<file path="src/rtl/alu4_sync.sv">
// Registered WIDTH-bit ALU: eight arithmetic/logic/shift ops with carry and zero
// flags, one cycle of latency, valid strobe in and out.
module alu4_sync #(
    parameter int WIDTH = 4
) (
    input  logic             clk,
    input  logic             rst,
    input  logic             in_valid,
    input  logic [WIDTH-1:0] A,
    input  logic [WIDTH-1:0] B,
    input  logic [2:0]       opcode,
    output logic [WIDTH-1:0] result,
    output logic             Carry_out,
    output logic             zero,
    output logic             out_valid
);

    localparam logic [2:0] OP_ADD = 3'b000;
    localparam logic [2:0] OP_SUB = 3'b001;
    localparam logic [2:0] OP_AND = 3'b010;
    localparam logic [2:0] OP_OR  = 3'b011;
    localparam logic [2:0] OP_XOR = 3'b100;
    localparam logic [2:0] OP_NOT = 3'b101;
    localparam logic [2:0] OP_SHL = 3'b110;
    localparam logic [2:0] OP_SHR = 3'b111;

    logic [WIDTH-1:0] result_q, result_d;
    logic             carry_q, carry_d;
    logic             zero_q;
    logic             vld_q;
    logic [WIDTH:0]   sum_w;
    logic [WIDTH:0]   diff_w;

    // Both arithmetic paths use one extra bit so the MSB carries carry/borrow.
    assign sum_w  = {1'b0, A} + {1'b0, B};
    assign diff_w = {1'b0, A} - {1'b0, B};

    always_comb begin
        result_d = '0;
        carry_d  = 1'b0;
        case (opcode)
            OP_ADD: {carry_d, result_d} = sum_w;
            OP_SUB: {carry_d, result_d} = diff_w;
            OP_AND: result_d = A & B;
            OP_OR:  result_d = A | B;
            OP_XOR: result_d = A ^ B;
            OP_NOT: result_d = ~A;
            OP_SHL: begin
                result_d = {A[WIDTH-2:0], 1'b0};
                carry_d  = A[WIDTH-1];
            end
            OP_SHR: begin
                result_d = {1'b0, A[WIDTH-1:1]};
                carry_d  = A[0];
            end
            default: begin
                result_d = '0;
                carry_d  = 1'b0;
            end
        endcase
    end

    // Output stage: flags are taken from the new result, never the held one.
    always_ff @(posedge clk) begin
        if (rst) begin
            result_q <= '0;
            carry_q  <= 1'b0;
            zero_q   <= 1'b0;
            vld_q    <= 1'b0;
        end else begin
            vld_q <= in_valid;
            if (in_valid) begin
                result_q <= result_d;
                carry_q  <= carry_d;
                zero_q   <= (result_d == '0);
            end
        end
    end

    assign result    = result_q;
    assign Carry_out = carry_q;
    assign zero      = zero_q;
    assign out_valid = vld_q;

endmodule

</file>
<file path="config.mk">
export PLATFORM = sky130hd
export DESIGN_NAME = alu4_sync
export DESIGN_NICKNAME = d
export VERILOG_FILES = /design/src/rtl/alu4_sync.sv
export SDC_FILE = /design/constraint.sdc
export NUM_CORES = 1
export LEC_CHECK = 0
export BUFFER_PORTS_ARGS = -buffer_cell sky130_fd_sc_hd__buf_2
export CORE_AREA = 2 2 49 51
export CTS_CLUSTER_DIAMETER = 120
export DETAILED_ROUTE_END_ITERATION = 6
export DIE_AREA = 0 0 51 53
export PLACE_DENSITY_LB_ADDON = 0.2
export SLEW_MARGIN = 20
export SYNTH_ARGS = -nofsm -noshare
export SYNTH_HDL_FRONTEND = slang
export SYNTH_SLANG_ARGS = --single-unit
</file>
<file path="constraint.sdc">
create_clock -name clk -period 3.4 [get_ports clk]
set_input_delay 0.34 -clock clk [delete_from_list [all_inputs] [get_ports clk]]
set_output_delay 0.34 -clock clk [all_outputs]
set_load 0.01 [all_outputs]
</file>
==> metrics.csv <==
metric,value,unit
status,finished clean,
cts_tree,yes,
path_clk_slew,0.05,ns
initial_utilization,43.4,%
numClockSinks,7,
insertion_delay,0.25,ns
synth_edf_count,0,
multi_input_area,681,sq um
drt-initial-drc-count,17,
ys.flop_type,dfxtp_1,
hold_buffers,0,
vias_per_cell,5.54,
finish.utilization,48.0,%
syn_to_final_growth,10.7,%
drv_cap,0,
slew_violations,0,
netlist_area,932,sq um
grt.total_usage,16.5,%
gp_congestion,0.846,
setup_violations,0,
ys_seq_area_share,15.0,%
synth_top_area_cell,ha_1,
crit_arrival,2.17,ns
path_class,in2reg,
mostFrequentLayoutCell,buf_2,
post-route-period-util,60.0,%
drc,0,
io_buffers,20,
grt_pass1_vias,805,
grt_max_degree,19,
powerDensity,270,mW/mm^2
post_cts_buffers,0,
holdWs,0.339,ns
antenna_cells,0,
synth_area_per_cell,8.11,sq um
grt_pass1_wl,3.47,mm
drive_above_1_share,26.5,%
synth_fp_nets,143,
syn_inst,115,
cts_buffer_depth,2,
cp_max_fo,5,
seq_area,140,sq um
avgRoutedWirePerCell,12.6,um
finalClockSkew,0,ns
slew_headroom,75.8,%
hold_class,in2reg,
die_h,53,um
cts_buffers,3,
num_io_pins,21,
die-area,0.00270,sq mm
p_leak,0.507,nW
setup_tns,0,ns
synth_top_area_share,16.1,%
grt_overflow,0,
cts_max_level,1,
dr.pass1.iters,4,
end_kind,flop,
hold_violations,0,
synth.top_cells.by_area,"ha_1, dfxtp_1, inv_1",
fmax,490,MHz
die_w,51,um
final_area,0.00103,sq mm
worst_pin_slew,0.360,ns
dp_hpwl,1.60,mm
vias,886,
ir_drop,0.170,mV
antenna_found_initial,0,
cts-resized-gates,0,
yosysWarnings,0,
row_count,17,
final.fill_count,221,
coreArea,0.00215,sq mm
ys_seq_elements,7,
root_buffer,clkbuf_4,
start_kind,primary input,
place_area,0.00101,sq mm
crit_required,3.53,ns
final_nets,161,
ant_nets,0,
rsz0062_at_grt,false,
min_period,2.04,ns
wl,2.02,mm
async_flop_share,0,%
ys_types,46,
final_cell_mix,"buf_2, inv_1, ha_1, nand2_1",
final timing paths:
path | startpoint | to | slack [ns] | cells past startpoint
max | A[0] | zero | 1.36 | 9
max reg2reg | result[2] | result[2] | 2.68 | 2
min reg2reg | result[3] | result[3] | 0.46 | 2
min | rst | result[0] | 0.34 | 2
per-stage QoR:
step                      std cells  total power [mW]  worst slack, ns
after floorplan                 115             0.176             1.32
after global placement          156             0.203             1.13
after detailed placement        156             0.204             1.09
after CTS                       160             0.281             1.36
after global routing            160             0.299             1.29
final                           160             0.279             1.36
logic make-up (layout without fill, tap and decap cells):
family          Yosys count  after routing  synth area share, %
fa+ha+maj                14             14                 20.4
flops                     7              7                 15.0
xor+xnor                  3              3                 2.82
buf+inv                  20             37                 11.9
simple gates             33             33                 18.7
compound gates           35             35                 27.3
mux                       3              3                 3.89
sequential cells by signal, summed over array words and instances (netlist names):
register	count
Carry_out	1
out_valid	1
result	4
zero	1
cell type report:
cell class	instances	share of cell area (%)
tap	28	3.39
inverter	13	4.85
sequential	7	13.6
clock buffer	4	2.55
timing repair buffer	20	9.70
multi-input combinational	88	65.9
where the power goes:
| group | switching [mW] | internal [mW] |
|---|---|---|
| logic | 0.0634 | 0.0497 |
| clock network | 0.0309 | 0.0448 |
| registers | 0.00206 | 0.0876 |
synth_stat cells (all sizes together), types with 2 or more instances:
cell,number
buf,5
clkbuf,2
inv,12
o21ai,6
o2111ai,3
nor2,7
nand2,11
nor2b,3
a21oi,6
fa,2
a31oi,4
mux2,2
dfxtp,7
nor3,3
xor2,3
ha,12
or2,2
a221o,2
worst max-delay path: stages:
cell,delay (ns)
buf_2,0.12
inv_1,0.07
ha_1,0.22
fa_1,0.43
mux2_4,0.27
a221o_1,0.29
a32o_2,0.28
nand3_1,0.07
o32ai_1,0.08
metal layers:
layer  wire length [um]  up-vias  GRT usage [%]  part of all wire [%]
met4                 25        0           3.15                   1.2
met5                  0        -              0                     0
li1                   -      442              -                     -
met3                132        2           3.67                   6.5
met1                917      416           21.7                    45
met2                946       26           27.7                    47
No activity file was read; power rests on OpenSTA's default activity.
